[config.mk]
export PLATFORM = sky130hd
export DESIGN_NAME = vram_arbiter_flat
export DESIGN_NICKNAME = d
export VERILOG_FILES = /design/src/rtl/vram_arbiter_pkg.sv /design/src/rtl/vram_arbiter_if.sv /design/src/rtl/vram_arbiter_waitcnt.sv /design/src/rtl/vram_arbiter.sv /design/src/flat_wrapper.sv
export SDC_FILE = /design/constraint.sdc
export NUM_CORES = 1
export LEC_CHECK = 0
export ABC_CLOCK_PERIOD_IN_PS = 1750
export BUFFER_PORTS_ARGS = -buffer_cell sky130_fd_sc_hd__buf_2
export CORE_UTILIZATION = 45
export DETAILED_ROUTE_END_ITERATION = 6
export GPL_TIMING_DRIVEN = 0
export PLACE_DENSITY_LB_ADDON = 0.08
export SLEW_MARGIN = 20
export SYNTH_ARGS = -nofsm -noshare
export SYNTH_HDL_FRONTEND = slang
export SYNTH_HIERARCHICAL = 1
export SYNTH_SLANG_ARGS = --single-unit
[constraint.sdc]
create_clock -name clk -period 1.75 [get_ports clk]
set_input_delay 0.175 -clock clk [delete_from_list [all_inputs] [get_ports clk]]
set_output_delay 0.175 -clock clk [all_outputs]
set_load 0.02 [all_outputs]
[src/rtl/vram_arbiter_pkg.sv]
// Shared types for the VRAM time-slot arbiter: owner encoding and slot phase values.
package vram_arb_pkg;

  typedef enum logic [1:0] {
    OWN_NONE = 2'd0,
    OWN_VID  = 2'd1,
    OWN_CPU  = 2'd2,
    OWN_AUX  = 2'd3
  } owner_e;

  localparam logic SLOT_VID = 1'b1;
  localparam logic SLOT_CPU = 1'b0;

endpackage

[src/rtl/vram_arbiter_if.sv]
// Requester and RAM-side signal bundle of the VRAM arbiter.
// slave = arbiter view, master = requesters + RAM macro view.
interface vram_arb_if #(
  parameter int AW = 16,
  parameter int DW = 8
) ();

  logic          vid_req;
  logic [AW-1:0] vid_addr;
  logic [DW-1:0] vid_rdata;

  logic          cpu_en;
  logic          cpu_we;
  logic [AW-1:0] cpu_addr;
  logic [DW-1:0] cpu_wdata;
  logic [DW-1:0] cpu_rdata;
  logic          cpu_stall;

  logic          aux_req;
  logic          aux_we;
  logic [AW-1:0] aux_addr;
  logic [DW-1:0] aux_wdata;
  logic          aux_ack;
  logic [DW-1:0] aux_rdata;
  logic          aux_rvalid;

  logic [AW-1:0] mem_addr;
  logic          mem_we;
  logic [DW-1:0] mem_wdata;
  logic [DW-1:0] mem_rdata;

  modport slave (
    input  vid_req, vid_addr,
    output vid_rdata,
    input  cpu_en, cpu_we, cpu_addr, cpu_wdata,
    output cpu_rdata, cpu_stall,
    input  aux_req, aux_we, aux_addr, aux_wdata,
    output aux_ack, aux_rdata, aux_rvalid,
    output mem_addr, mem_we, mem_wdata,
    input  mem_rdata
  );

  modport master (
    output vid_req, vid_addr,
    input  vid_rdata,
    output cpu_en, cpu_we, cpu_addr, cpu_wdata,
    input  cpu_rdata, cpu_stall,
    output aux_req, aux_we, aux_addr, aux_wdata,
    input  aux_ack, aux_rdata, aux_rvalid,
    input  mem_addr, mem_we, mem_wdata,
    output mem_rdata
  );

endinterface

[src/rtl/vram_arbiter_waitcnt.sv]
// Saturating aux wait counter; at_limit flags that aux has waited LIMIT slots.
module vram_arb_waitcnt #(
  parameter int LIMIT = 15
) (
  input  logic clk,
  input  logic rst,
  input  logic wait_en,
  output logic at_limit
);

  localparam int CW = $clog2(LIMIT + 1);
  localparam logic [CW-1:0] LIM = CW'(LIMIT);

  logic [CW-1:0] cnt;

  always_ff @(posedge clk) begin
    if (rst || !wait_en) begin
      cnt <= '0;
    end else if (cnt != LIM) begin
      cnt <= cnt + CW'(1);
    end
  end

  assign at_limit = (cnt == LIM);

endmodule

[src/rtl/vram_arbiter.sv]
// Time-slot arbiter for the shared video SPRAM (video / CPU / aux requesters).
// Define VRAM_ARB_STEAL_EN to let a starved aux requester steal CPU slots.
module vram_arbiter
  import vram_arb_pkg::*;
#(
  parameter int AW          = 16,
  parameter int DW          = 8,
  parameter int STEAL_LIMIT = 15
) (
  input  logic      clk,
  input  logic      rst,
  input  logic      cpu_clk,
  vram_arb_if.slave bus
);

  if (STEAL_LIMIT < 1 || STEAL_LIMIT > 255) begin : g_bad_limit
    $error("vram_arbiter: STEAL_LIMIT must be within 1..255");
  end

  owner_e        owner_q;
  owner_e        win;
  logic          aux_ack_q;
  logic          aux_ok;
  logic          at_limit;
  logic [AW-1:0] mem_addr_q;
  logic          mem_we_q;
  logic [DW-1:0] mem_wdata_q;
  logic [DW-1:0] cpu_rdata_q;
  logic [DW-1:0] aux_rdata_q;
  logic          aux_rvalid_q;

  // An aux request acked on the previous edge may still be the stale one.
  assign aux_ok = bus.aux_req && !aux_ack_q;

  always_comb begin
    win = OWN_NONE;
    if (cpu_clk == SLOT_VID) begin
      if (bus.vid_req)  win = OWN_VID;
      else if (aux_ok)  win = OWN_AUX;
    end else begin
      if (aux_ok && at_limit) win = OWN_AUX;
      else if (bus.cpu_en)    win = OWN_CPU;
      else if (aux_ok)        win = OWN_AUX;
    end
  end

`ifdef VRAM_ARB_STEAL_EN
  logic stall_q;

  vram_arb_waitcnt #(.LIMIT(STEAL_LIMIT)) u_waitcnt (
    .clk      (clk),
    .rst      (rst),
    .wait_en  (bus.aux_req && (win != OWN_AUX)),
    .at_limit (at_limit)
  );

  always_ff @(posedge clk) begin
    if (rst) stall_q <= 1'b0;
    else     stall_q <= (cpu_clk == SLOT_CPU) && aux_ok && at_limit;
  end

  assign bus.cpu_stall = stall_q;
`else
  assign at_limit      = 1'b0;
  assign bus.cpu_stall = 1'b0;
`endif

  always_ff @(posedge clk) begin
    if (rst) begin
      owner_q      <= OWN_NONE;
      aux_ack_q    <= 1'b0;
      mem_addr_q   <= '0;
      mem_we_q     <= 1'b0;
      mem_wdata_q  <= '0;
      cpu_rdata_q  <= '0;
      aux_rdata_q  <= '0;
      aux_rvalid_q <= 1'b0;
    end else begin
      owner_q   <= win;
      aux_ack_q <= (win == OWN_AUX);
      case (win)
        OWN_VID: begin
          mem_addr_q <= bus.vid_addr;
          mem_we_q   <= 1'b0;
        end
        OWN_CPU: begin
          mem_addr_q  <= bus.cpu_addr;
          mem_we_q    <= bus.cpu_we;
          mem_wdata_q <= bus.cpu_wdata;
        end
        OWN_AUX: begin
          mem_addr_q  <= bus.aux_addr;
          mem_we_q    <= bus.aux_we;
          mem_wdata_q <= bus.aux_wdata;
        end
        default: mem_we_q <= 1'b0;
      endcase
      // RAM data for the access issued on the previous edge arrives now.
      if (owner_q == OWN_CPU && !mem_we_q) cpu_rdata_q <= bus.mem_rdata;
      if (owner_q == OWN_AUX && !mem_we_q) aux_rdata_q <= bus.mem_rdata;
      aux_rvalid_q <= (owner_q == OWN_AUX) && !mem_we_q;
    end
  end

  assign bus.vid_rdata  = bus.mem_rdata;
  assign bus.cpu_rdata  = cpu_rdata_q;
  assign bus.aux_rdata  = aux_rdata_q;
  assign bus.aux_rvalid = aux_rvalid_q;
  assign bus.aux_ack    = aux_ack_q;
  assign bus.mem_addr   = mem_addr_q;
  assign bus.mem_we     = mem_we_q;
  assign bus.mem_wdata  = mem_wdata_q;

endmodule

[src/flat_wrapper.sv]
// flat-port wrapper written by rule: the top's interface ports become plain ports
module vram_arbiter_flat import vram_arb_pkg::*;
#(
  parameter int AW          = 16,
  parameter int DW          = 8,
  parameter int STEAL_LIMIT = 15
)
  (clk, rst, cpu_clk, bus_vid_req, bus_vid_addr, bus_vid_rdata, bus_cpu_en, bus_cpu_we, bus_cpu_addr, bus_cpu_wdata, bus_cpu_rdata, bus_cpu_stall, bus_aux_req, bus_aux_we, bus_aux_addr, bus_aux_wdata, bus_aux_ack, bus_aux_rdata, bus_aux_rvalid, bus_mem_addr, bus_mem_we, bus_mem_wdata, bus_mem_rdata);
  vram_arb_if #(.AW(AW), .DW(DW)) bus_i ();
  input  logic clk;
  input  logic rst;
  input  logic cpu_clk;
  input wire logic [$bits(bus_i.vid_req)-1:0] bus_vid_req;
  input wire logic [$bits(bus_i.vid_addr)-1:0] bus_vid_addr;
  output wire logic [$bits(bus_i.vid_rdata)-1:0] bus_vid_rdata;
  input wire logic [$bits(bus_i.cpu_en)-1:0] bus_cpu_en;
  input wire logic [$bits(bus_i.cpu_we)-1:0] bus_cpu_we;
  input wire logic [$bits(bus_i.cpu_addr)-1:0] bus_cpu_addr;
  input wire logic [$bits(bus_i.cpu_wdata)-1:0] bus_cpu_wdata;
  output wire logic [$bits(bus_i.cpu_rdata)-1:0] bus_cpu_rdata;
  output wire logic [$bits(bus_i.cpu_stall)-1:0] bus_cpu_stall;
  input wire logic [$bits(bus_i.aux_req)-1:0] bus_aux_req;
  input wire logic [$bits(bus_i.aux_we)-1:0] bus_aux_we;
  input wire logic [$bits(bus_i.aux_addr)-1:0] bus_aux_addr;
  input wire logic [$bits(bus_i.aux_wdata)-1:0] bus_aux_wdata;
  output wire logic [$bits(bus_i.aux_ack)-1:0] bus_aux_ack;
  output wire logic [$bits(bus_i.aux_rdata)-1:0] bus_aux_rdata;
  output wire logic [$bits(bus_i.aux_rvalid)-1:0] bus_aux_rvalid;
  output wire logic [$bits(bus_i.mem_addr)-1:0] bus_mem_addr;
  output wire logic [$bits(bus_i.mem_we)-1:0] bus_mem_we;
  output wire logic [$bits(bus_i.mem_wdata)-1:0] bus_mem_wdata;
  input wire logic [$bits(bus_i.mem_rdata)-1:0] bus_mem_rdata;
  assign bus_i.vid_req = bus_vid_req;
  assign bus_i.vid_addr = bus_vid_addr;
  assign bus_vid_rdata = bus_i.vid_rdata;
  assign bus_i.cpu_en = bus_cpu_en;
  assign bus_i.cpu_we = bus_cpu_we;
  assign bus_i.cpu_addr = bus_cpu_addr;
  assign bus_i.cpu_wdata = bus_cpu_wdata;
  assign bus_cpu_rdata = bus_i.cpu_rdata;
  assign bus_cpu_stall = bus_i.cpu_stall;
  assign bus_i.aux_req = bus_aux_req;
  assign bus_i.aux_we = bus_aux_we;
  assign bus_i.aux_addr = bus_aux_addr;
  assign bus_i.aux_wdata = bus_aux_wdata;
  assign bus_aux_ack = bus_i.aux_ack;
  assign bus_aux_rdata = bus_i.aux_rdata;
  assign bus_aux_rvalid = bus_i.aux_rvalid;
  assign bus_mem_addr = bus_i.mem_addr;
  assign bus_mem_we = bus_i.mem_we;
  assign bus_mem_wdata = bus_i.mem_wdata;
  assign bus_i.mem_rdata = bus_mem_rdata;
  vram_arbiter #(.AW(AW), .DW(DW), .STEAL_LIMIT(STEAL_LIMIT)) u_core (.clk(clk), .rst(rst), .cpu_clk(cpu_clk), .bus(bus_i));
endmodule
After elaboration in Yosys (flattened, before gate mapping):

Cells that the tools add are included.

* equality and inequality tests: 5
* multiplexer cells: 7
* reductions and logical operators: 7

Operators with widths (number)
* $pmux 16 s3: 1
* $pmux 8 s2: 1
* $eq 2x2->1 const B: 4
* $mux 2: 4
* $logic_and 1x1->1: 3
* $reduce_bool 3->1: 1
* $eq 2x1->1 const B: 1
* $logic_not 1->1: 2
* $pmux 1 s2: 1
* $reduce_bool 2->1: 1

* flip-flop bits (word level): 45
* input port bits: 80

Depth between registers and ports, before layout:

Gate-level depths: netlist of run 1.

* word-level depth: 7
* mapped depth: 6

Least setup slack after synthesis of run 1:

No wires, ideal clock.

* path kind: register to register
* start point: register u_core.aux_ack_q, in the netlist u_core/bus.aux_ack
* end point: register u_core.mem_wdata_q[4], in the netlist u_core/bus.mem_wdata[4]
* library setup time: 150 ps
* data arrival time: 1288 ps
* required time: 1600 ps
* slack: 312 ps
* stages on the path, launching flop included: 6
* path buffers: 2
* cell sequence: dfxtp_1 -> or4b_1 -> buf_2 -> buf_6 -> o211ai_2 -> a221oi_2

* longest elaborated chain between the ends: 7

RTL lines
* start: declaration: RTL line vram_arbiter.sv:22 `logic aux_ack_q;`
* start signal: assignment: RTL line vram_arbiter.sv:80 `aux_ack_q <= (win == OWN_AUX);`
* $logic_not 1->1 *: RTL line vram_arbiter.sv:33 `assign aux_ok = bus.aux_req && !aux_ack_q;`
* $logic_and 1x1->1 *: RTL line vram_arbiter.sv:33
* $mux 2 *: RTL line vram_arbiter.sv:39, vram_arbiter.sv:43
* $mux 2, on equally long branches: RTL line vram_arbiter.sv:42, vram_arbiter.sv:38
* $mux 2 *: RTL line vram_arbiter.sv:37 `if (cpu_clk == SLOT_VID) begin`
* $eq 2x2->1: RTL line vram_arbiter.sv:81 `case (win)`
* $pmux 8 s2 or $reduce_bool 2->1 (tied branches)
* end signal: assignment: RTL line vram_arbiter.sv:89 `mem_wdata_q <= bus.cpu_wdata;`
* end signal: assignment: RTL line vram_arbiter.sv:94 `mem_wdata_q <= bus.aux_wdata;`
* end: declaration: RTL line vram_arbiter.sv:27 `logic [DW-1:0] mem_wdata_q;`

Every way passes the cells marked *; elsewhere a longest branch is shown, timed or not.
A chain may end at the register's enable or synchronous reset.

Final worst setup path of run 1:

* start point: register u_core.aux_ack_q, in the netlist u_core/bus.aux_ack
* end point: register u_core.mem_addr_q[7], in the netlist u_core/bus.mem_addr[7]

* longest elaborated chain between the ends: 7

RTL lines
* $logic_not 1->1 *: RTL line vram_arbiter.sv:33
* $logic_and 1x1->1 *: RTL line vram_arbiter.sv:33
* $mux 2 *: RTL line vram_arbiter.sv:39, vram_arbiter.sv:43
* $mux 2, on equally long branches: RTL line vram_arbiter.sv:42, vram_arbiter.sv:38
* $mux 2 *: RTL line vram_arbiter.sv:37
* $eq 2x2->1 or $eq 2x1->1 (tied branches): RTL line vram_arbiter.sv:81
* $pmux 16 s3 or $reduce_bool 3->1 (tied branches)
* end signal: assignment: RTL line vram_arbiter.sv:83 `mem_addr_q <= bus.vid_addr;`
* end signal: assignment: RTL line vram_arbiter.sv:87 `mem_addr_q <= bus.cpu_addr;`
* end signal: assignment: RTL line vram_arbiter.sv:92 `mem_addr_q <= bus.aux_addr;`
* end: declaration: RTL line vram_arbiter.sv:25 `logic [AW-1:0] mem_addr_q;`

Marks and branches as above.

==> flow_metrics.py, run 1 <==
metrics = {
    "status": {
        "result_of_the_run": "complete, no violations",
    },
    "pwr": {
        "cellPowerDensity_nw_per_um2": 775,
        "ir_drop_mv": 0.413,
        "p_total_w": 0.00251,
        "power.static_leakage_nw": 1.57,
    },
    "cells_and_area": {
        "most_common_cell_after_layout_fill_and_taps_aside": "buf_2",
        "drive_above_1_share_pct": 55.1,
        "area_growth_pct": 34.4,
        "most-common-layout-cells": "buf_2, dfxtp_1, nor2_1",
        "layout.nets": 462,
        "antennaDiodeCount": 0,
    },
    "yosys": {
        "post_synth_num_cell_types": 29,
        "synthAdderAreaFrac_pct": 0,
        "post_synth_instance_area_um2": 2410,
        "postSynthNetCount": 327,
        "synth_simple_gate_area_share_pct": 18.5,
        "share_of_cell_area_taken_by_muxes_after_synthesis_pct": 8.04,
        "synth_top_family_by_area": "compound AO/OA/AOI/OAI gates",
        "synth.ff_latch_count": 45,
        "synth_seq_area_share_pct": 37.3,
        "avgSynthCellArea_um2": 9.77,
        "ys.warnings.count": 6,
        "synth_compound_area_share_pct": 27.0,
        "netlist_instances": 247,
        "yosys.area_share.xor_xnor_pct": 0,
    },
    "route": {
        "ant_nets": 0,
        "wl_um": 6400,
        "avgRoutedWirePerCell_um": 14.1,
        "route.detailed.vias_per_inst": 5.18,
        "drc": 0,
        "vias": 2348,
        "detail_route.iter0.violations": 77,
        "drt_pre_antenna_iters": 4,
    },
    "floorplanning": {
        "die_w_um": 75.2,
        "placementRows": 26,
        "ioPinCount": 132,
        "core_area_um2": 5140,
        "fp.dieArea_um2": 5660,
        "floorplan.die.height_um": 75.2,
        "initial_utilization_pct": 46.9,
    },
    "setup_path": {
        "timing.critical_path.slowest_cell_delay_ns": 0.42,
        "reg2reg_setup_slack_ns": 0.12,
        "critical_path_arrival_ns": 1.82,
        "setup.worst_path.start_class": "register",
        "worst_path_most_repeated_cell": "buf_2",
        "worst_r2r_path_depth": 5,
        "critical_path.slowest_cell": "a2111oi_2",
        "path_cells": "nor2b_1 -> buf_2 -> buf_2 -> nand3_1 -> a2111oi_2",
        "criticalPathCategory": "reg2reg",
        "endpoint_kind_of_the_worst_setup_timing_path": "register",
        "regToRegEndpoint": "u_core/bus.mem_addr[7]",
        "regToRegStartpoint": "u_core/bus.aux_ack",
        "worstPathMaxFanout": 10,
        "required_ns": 1.94,
        "critical-path-top-delay-family": "buffers and inverters",
        "worstPathBufferInverterCount": 2,
    },
    "placed_design": {
        "post-place-ws_ns": 0.112,
        "place.detailed.hpwl_um": 4770,
        "place_congestion": 0.821,
        "io_buffer_count": 128,
    },
    "global_routing": {
        "overflow": 0,
        "globalRouteTotalUtil_pct": 22.9,
        "antenna_found_initial": 0,
        "pin_count_of_the_biggest_net_entering_global_routing": 17,
        "grt_pass1_vias": 2155,
        "global_route_wire_length_before_repair_um": 9860,
    },
    "min_path": {
        "min-delay-start": "bus_mem_rdata[5]",
        "holdCritPathClass": "in2reg",
        "min_delay_path_depth": 3,
        "whs_endpoint": "u_core/bus.aux_rdata[5]",
    },
    "timing": {
        "final_hold_viol_count": 0,
        "max_freq_mhz": 614,
        "total_setup_violations_reported_at_the_end_of_the_flow": 0,
        "timing.final.max_slew_violations": 0,
        "fin_worst_skew_ns": 0.00980,
        "final.setup.worst_slack_ns": 0.121,
        "slew_headroom_pct": 55.6,
        "layout_worst_path_cycle_share_pct": 93.1,
        "tightestPinTransition_ns": 0.666,
        "setup-tns-final_ns": 0,
        "finalWorstPathRequiredPeriod_ns": 1.63,
        "grt_setup_unrepaired": "false",
    },
    "clocking": {
        "cts.clk_slew.worst_paths_ns": 0.10,
        "ctsRootBufferMaster": "clkbuf_8",
        "cts_max_path_buffers": 2,
        "clock_tree_from_tritoncts": "yes",
        "htreeDepth": 2,
        "cts_setup_buffers": 0,
        "clock_sink_count": 45,
        "postCtsHoldBufs": 0,
        "clk-insertion-delay-late_ns": 0.31,
        "number_of_buffers_inserted_during_clock_tree_synthesis": 5,
    },
    "flow_run": {
        "max_cap_viol_count": 0,
    },
}
## layout make-up
class,count,area [um2]
fillers,480,1900
multi-input cells,167,1300
flip-flops and latches,45,901
repair buffers,128,641
plain buffers,35,219
well taps,70,87.6
clock buffers,5,68.8
clock inverters,3,25.0
## flip-flops by register name, summed over array words and instances (netlist names)
signal,count
u_core/bus.mem_we,1
u_core/bus.mem_wdata,8
u_core/bus.cpu_rdata,8
u_core/owner_q,2
u_core/bus.mem_addr,16
u_core/bus.aux_rvalid,1
u_core/bus.aux_ack,1
u_core/bus.aux_rdata,8
## stage by stage
step | hold slack (ns) | util [%] | cells | area [um2]
after detailed placement | 0.450 | 61.1 | 445 | 3140
after global placement | 0.439 | 61.1 | 445 | 3140
after CTS | 0.117 | 62.9 | 453 | 3230
after floorplan | 0.319 | - | 247 | 2410
final | 0.125 | 63.1 | 453 | 3240
after global routing | 0.122 | 63.1 | 453 | 3240
## worst max-delay path by stage
stage,startpoint,to,slack (ns),cells past startpoint
floorplan,u_core/bus.aux_ack,u_core/bus.mem_wdata[4],0.31,5
global placement,bus_vid_req,u_core/bus.mem_wdata[4],0.13,4
detailed placement,bus_vid_req,u_core/bus.mem_wdata[4],0.11,4
CTS,u_core/bus.aux_ack,u_core/bus.mem_wdata[4],0.1,3
global route,u_core/bus.aux_ack,u_core/bus.mem_addr[1],0.02,5
finish,u_core/bus.aux_ack,u_core/bus.mem_addr[7],0.12,5
## timing repair
item / in CTS / in global routing
setup endpoints to repair: 0 / 12
endpoints found under the hold margin: 0 / 0
resized for setup: 0 / 4
## worst min-delay path, cell delays in order
cell and delay (ns):
buf_2 0.10, mux2i_1 0.06, nor2_1 0.07
## per-layer routing
metal	global-route usage, %	vias to the layer above	routed length (um)
li1	-	1177	-
met1	29.9	1076	2970
met2	38.0	89	2940
met3	6.29	6	435
met4	4.94	0	55
met5	0	-	0
## synthesized netlist by cell type
cell       number  share of area (%)
mux2i_1        16                6.6
conb_1          1               0.16
buf_2          14                2.9
nand3_1        25                5.2
nor3_1         16                3.3
o21bai_2        1               0.47
nand4bb_1       1               0.47
nor3b_1         2               0.62
nand3b_1        2               0.62
mux2_2          1               0.47
nor2b_1         1               0.26
buf_6           3                1.4
a2111oi_0       4                1.5
a221oi_1        1               0.36
or4b_1          1               0.41
mux2i_4         1               0.93
a21oi_1         2               0.41
nor2_1         42                6.5
clkbuf_1        5               0.78
buf_1           1               0.16
nand2b_1        3               0.78
dfxtp_1        45                 37
o21ai_0         1               0.21
o211ai_2       20                 10
a2111oi_2      12                7.5
nand2_1         2               0.31
o211ai_1        4                1.2
a221oi_2        8                5.0
buf_4          12                3.7
## power by group
| group | internal [W] | total, W | switching [W] |
|---|---|---|---|
| logic | 0.000293 | 0.000690 | 0.000397 |
| clock network | 0.000292 | 0.000687 | 0.000396 |
| registers | 0.00110 | 0.00114 | 0.0000367 |
| total | 0.00168 | 0.00251 | 0.000829 |
## logic make-up (layout without fill, tap and decap cells)
kind of cell,Yosys count,in the layout
flip-flops,45,45
AND/OR/NAND/NOR,95,95
buffers and inverters,35,171
multiplexers,18,18
AO/OA/AOI/OAI,53,53
other,1,1
No activity file was read; power rests on OpenSTA's default activity.
==> inputs of run 2 (changes only) <==
Settings changed: MAX_ROUTING_LAYER set to met4.
==> flow_metrics.py, run 2 (synthesis gave the netlist of run 1 again) <==
metrics = {
    "status": {
        "result_of_the_run": "complete, no violations",
    },
    "route": {
        "vias": 2357,
        "detail_route.iter0.violations": 82,
        "avgRoutedWirePerCell_um": 14.2,
        "ant_nets": 0,
        "route.detailed.vias_per_inst": 5.20,
        "drt_pre_antenna_iters": 4,
        "wl_um": 6420,
        "drc": 0,
    },
    "timing": {
        "max_freq_mhz": 618,
        "finalWorstPathRequiredPeriod_ns": 1.62,
        "final.setup.worst_slack_ns": 0.131,
        "tightestPinTransition_ns": 0.663,
        "setup-tns-final_ns": 0,
        "total_setup_violations_reported_at_the_end_of_the_flow": 0,
        "final_hold_viol_count": 0,
        "slew_headroom_pct": 55.8,
        "grt_setup_unrepaired": "false",
        "timing.final.max_slew_violations": 0,
        "layout_worst_path_cycle_share_pct": 92.5,
        "fin_worst_skew_ns": 0.00947,
    },
    "global_routing": {
        "grt_pass1_vias": 2153,
        "overflow": 0,
        "pin_count_of_the_biggest_net_entering_global_routing": 17,
        "global_route_wire_length_before_repair_um": 9860,
        "antenna_found_initial": 0,
        "globalRouteTotalUtil_pct": 23.6,
    },
    "setup_path": {
        "setup.worst_path.start_class": "register",
        "endpoint_kind_of_the_worst_setup_timing_path": "register",
        "required_ns": 1.94,
        "reg2reg_setup_slack_ns": 0.13,
        "criticalPathCategory": "reg2reg",
        "critical_path_arrival_ns": 1.81,
        "worstPathMaxFanout": 10,
    },
    "clocking": {
        "clock_tree_from_tritoncts": "yes",
        "cts_setup_buffers": 0,
        "cts.clk_slew.worst_paths_ns": 0.10,
        "cts_max_path_buffers": 2,
        "number_of_buffers_inserted_during_clock_tree_synthesis": 5,
        "htreeDepth": 2,
        "ctsRootBufferMaster": "clkbuf_8",
        "clock_sink_count": 45,
        "clk-insertion-delay-late_ns": 0.31,
    },
    "pwr": {
        "sequentialPowerShare_pct": 45.2,
        "net-switching-power_w": 0.000829,
        "share_clk_of_total_power_pct": 27.3,
        "p_sw_share_pct": 33.0,
        "power_frac_comb_pct": 27.5,
        "power.internal_w": 0.00168,
        "p_total_w": 0.00251,
        "cellPowerDensity_nw_per_um2": 775,
        "power.static_leakage_nw": 1.57,
        "ir_drop_mv": 0.413,
    },
    "floorplanning": {
        "core_area_um2": 5140,
        "initial_utilization_pct": 46.9,
        "die_w_um": 75.2,
        "floorplan.die.height_um": 75.2,
        "fp.dieArea_um2": 5660,
        "placementRows": 26,
        "ioPinCount": 132,
    },
    "placed_design": {
        "place_congestion": 0.834,
        "post-place-ws_ns": 0.112,
        "io_buffer_count": 128,
        "place.detailed.hpwl_um": 4770,
    },
    "cells_and_area": {
        "antennaDiodeCount": 0,
        "drive_above_1_share_pct": 55.1,
        "most_common_cell_after_layout_fill_and_taps_aside": "buf_2",
        "area_growth_pct": 34.4,
        "layout.nets": 462,
        "most-common-layout-cells": "buf_2, dfxtp_1, nor2_1",
        "largest_register_ff_count": 16,
    },
    "flow_run": {
        "max_cap_viol_count": 0,
    },
    "min_path": {
        "holdCritPathClass": "in2reg",
    },
}
[run 2: cell counts in the layout (fill, tap and decap cells not counted)]
No cell type changed its count.
[run 2: worst max-delay path, stage by stage, from the launching register on]
cell,delay [ns]
dfxtp_1,0.36
nor2b_1,0.12
buf_2,0.22
buf_2,0.27
nand3_1,0.12
a2111oi_2,0.41
[run 2: through the flow]
stage               hold slack (ns)  utilization, %  instance area (um2)  std cells
global route                  0.122            63.1                 3240        453
finish                        0.126            63.1                 3240        453
floorplan                     0.319               -                 2410        247
detailed placement            0.450            61.1                 3140        445
global placement              0.439            61.1                 3140        445
CTS                           0.117            62.9                 3230        453
[run 2: power groups by stage]
stage | logic, W | clock network (W) | registers [W]
floorplan | 0.000355 | 0 | 0.00125
global placement | 0.000682 | 0 | 0.00116
detailed placement | 0.000691 | 0 | 0.00116
CTS | 0.000693 | 0.000708 | 0.00114
global route | 0.000747 | 0.000755 | 0.00115
finish | 0.000691 | 0.000686 | 0.00114
[run 2: repair_timing]
item / in CTS / in global routing
setup endpoints to repair: 0 / 12
gates resized for setup: 0 / 4
hold buffers: 0 / 0
[run 2: path summary, 6_finish.rpt]
kind,start,endpoint,cells past startpoint
worst max-delay path,u_core/bus.aux_ack,u_core/bus.mem_addr[7],5
worst min-delay path,bus_mem_rdata[5],u_core/bus.aux_rdata[5],3
worst max register to register,u_core/bus.aux_ack,u_core/bus.mem_addr[7],5
worst min register to register,u_core/bus.cpu_rdata[2],u_core/bus.cpu_rdata[2],2
[run 2: routing by layer]
metal	track usage, %	part of all wire (%)
met1	30.2	46
met2	38.0	46
met3	5.76	6.7
met4	4.94	0.86
met5	-	0
[run 2: layout make-up]
cell class              count  area [um2]
plain buffers              35         219
clock buffers               5        68.8
clock inverters             3        25.0
fillers                   480        1900
multi-input cells         167        1300
flip-flops and latches     45         901
well taps                  70        87.6
repair buffers            128         641
==> inputs of run 3 (changes only) <==
Settings changed: BUFFER_PORTS_ARGS -buffer_cell sky130_fd_sc_hd__buf_2 to unset, CORE_UTILIZATION 45 to 63, DONT_BUFFER_PORTS set to 1.
==> flow_metrics.py, run 3 (synthesis gave the netlist of run 1 again) <==
metrics = {
    "status": {
        "result_of_the_run": "complete, no violations",
    },
    "clocking": {
        "postCtsHoldBufs": 0,
        "clock_sink_count": 45,
        "number_of_buffers_inserted_during_clock_tree_synthesis": 5,
        "clk-insertion-delay-late_ns": 0.30,
        "gates_resized_cts_repair": 0,
        "cts_max_path_buffers": 2,
        "clock_tree_from_tritoncts": "yes",
        "cts.clk_slew.worst_paths_ns": 0.08,
        "cts_setup_buffers": 0,
        "htreeDepth": 2,
        "ctsRootBufferMaster": "clkbuf_8",
    },
    "route": {
        "wl_um": 5570,
        "vias": 1900,
        "avgRoutedWirePerCell_um": 18.4,
        "ant_nets": 0,
        "detail_route.iter0.violations": 64,
        "drt_pre_antenna_iters": 4,
        "drc": 0,
        "route.detailed.vias_per_inst": 6.27,
    },
    "cells_and_area": {
        "filler_cell_count": 299,
        "most_common_cell_after_layout_fill_and_taps_aside": "dfxtp_1",
        "area_growth_pct": 8.09,
        "drive_above_1_share_pct": 32.9,
        "most-common-layout-cells": "dfxtp_1, nor2_1, nand3_1",
        "largest_register_ff_count": 16,
        "antennaDiodeCount": 0,
        "layout.nets": 334,
    },
    "floorplanning": {
        "ioPinCount": 132,
        "placementRows": 22,
        "core_area_um2": 3660,
        "die_w_um": 63.9,
        "fp.dieArea_um2": 4080,
        "initial_utilization_pct": 65.9,
        "floorplan.die.height_um": 63.9,
    },
    "setup_path": {
        "path_cells": "nand3b_1 -> clkbuf_1 -> mux2i_1 -> nor2_1",
        "timing.critical_path.slowest_cell_delay_ns": 0.48,
        "criticalPathCategory": "reg2reg",
        "critical_path_arrival_ns": 1.73,
        "critical_path.slowest_cell": "clkbuf_1",
        "reg2reg_setup_slack_ns": 0.20,
        "regToRegStartpoint": "u_core/bus.mem_we",
        "required_ns": 1.93,
        "endpoint_kind_of_the_worst_setup_timing_path": "register",
        "worst_setup_path_startpoint": "u_core/bus.mem_we",
        "setup.worst_path.start_class": "register",
        "worst_r2r_path_depth": 4,
        "worstPathMaxFanout": 9,
        "critPathCapture": "u_core/bus.aux_rdata[4]",
        "regToRegEndpoint": "u_core/bus.aux_rdata[4]",
    },
    "timing": {
        "total_setup_violations_reported_at_the_end_of_the_flow": 0,
        "setup-tns-final_ns": 0,
        "tightestPinTransition_ns": 0.619,
        "fin_worst_skew_ns": 0.00289,
        "finalWorstPathRequiredPeriod_ns": 1.55,
        "timing.final.max_slew_violations": 0,
        "slew_headroom_pct": 58.7,
        "grt_setup_unrepaired": "false",
        "max_freq_mhz": 644,
        "final_hold_viol_count": 0,
        "layout_worst_path_cycle_share_pct": 88.7,
    },
    "global_routing": {
        "global_route.usage.met3_pct": 12.0,
        "global_route_wire_length_before_repair_um": 8890,
        "pin_count_of_the_biggest_net_entering_global_routing": 15,
        "overflow": 0,
        "antenna_found_initial": 0,
        "grt_busiest_layer": "met2",
        "grtUsageMet1_pct": 33.1,
        "globalRouteTotalUtil_pct": 29.0,
        "grt_pass1_vias": 1889,
        "globalRouteMet2Util_pct": 45.7,
    },
    "placed_design": {
        "io_buffer_count": 0,
        "place_congestion": 0.774,
        "place.detailed.hpwl_um": 4150,
    },
    "min_path": {
        "holdCritPathClass": "in2reg",
        "min_delay_path_depth": 2,
    },
    "pwr": {
        "power.static_leakage_nw": 1.03,
        "cellPowerDensity_nw_per_um2": 955,
        "ir_drop_mv": 0.726,
        "p_total_w": 0.00249,
    },
    "flow_run": {
        "max_cap_viol_count": 0,
    },
}
==> run 3: through the flow <==
step | setup slack (ns) | hold WS (ns) | area (um2) | std cells | util, %
2_1_floorplan | 0.312 | 0.319 | 2410 | 247 | -
3_3_place_gp | 0.0881 | 0.321 | 2470 | 295 | 67.5
3_5_place_dp | 0.0718 | 0.329 | 2470 | 295 | 67.5
4_1_cts | 0.0461 | 0.0107 | 2590 | 303 | 70.8
5_1_grt | 0.0536 | 0.00524 | 2610 | 303 | 71.2
6_report | 0.198 | 0.0188 | 2610 | 303 | 71.2
==> run 3: power breakdown <==
part	internal, W	switching, W	leakage [nW]
clock network	0.000464	0.000366	0.0574
registers	0.00110	0.000139	0.371
logic	0.000184	0.000236	0.602
total	0.00175	0.000741	1.03
==> run 3: worst min-delay path by stage <==
stage	slack, ns	to	from
floorplan	0.32	u_core/bus.aux_rdata[0]	bus_mem_rdata[0]
global placement	0.32	u_core/bus.aux_rdata[6]	bus_mem_rdata[6]
detailed placement	0.33	u_core/bus.aux_rdata[3]	bus_mem_rdata[3]
CTS	0.01	u_core/bus.aux_rdata[1]	bus_mem_rdata[1]
global route	0.005	u_core/bus.aux_rdata[3]	bus_mem_rdata[3]
finish	0.02	u_core/bus.aux_rdata[6]	bus_mem_rdata[6]
==> run 3: area by class of cell <==
cell class | instances | area, um2 | share of cell area [%]
clock buffers | 6 | 82.6 | 3.17
plain buffers | 35 | 224 | 8.59
multi-input cells | 167 | 1300 | 49.9
flip-flops and latches | 45 | 902 | 34.6
well taps | 48 | 60.1 | 2.30
clock inverters | 2 | 37.5 | 1.44
==> run 3: layer usage <==
layer / part of all wire [%] / wire length, um
met5: 0 / 0
met4: 1.8 / 100
met3: 10 / 561
met2: 47 / 2610
met1: 41 / 2300
==> run 3: worst max-delay path: cells and delay by family, from the launching register on <==
kind | cells | cell delay [ns]
multiplexers | 1 | 0.27
AND/OR/NAND/NOR | 2 | 0.20
flip-flops | 1 | 0.47
buffers and inverters | 1 | 0.48
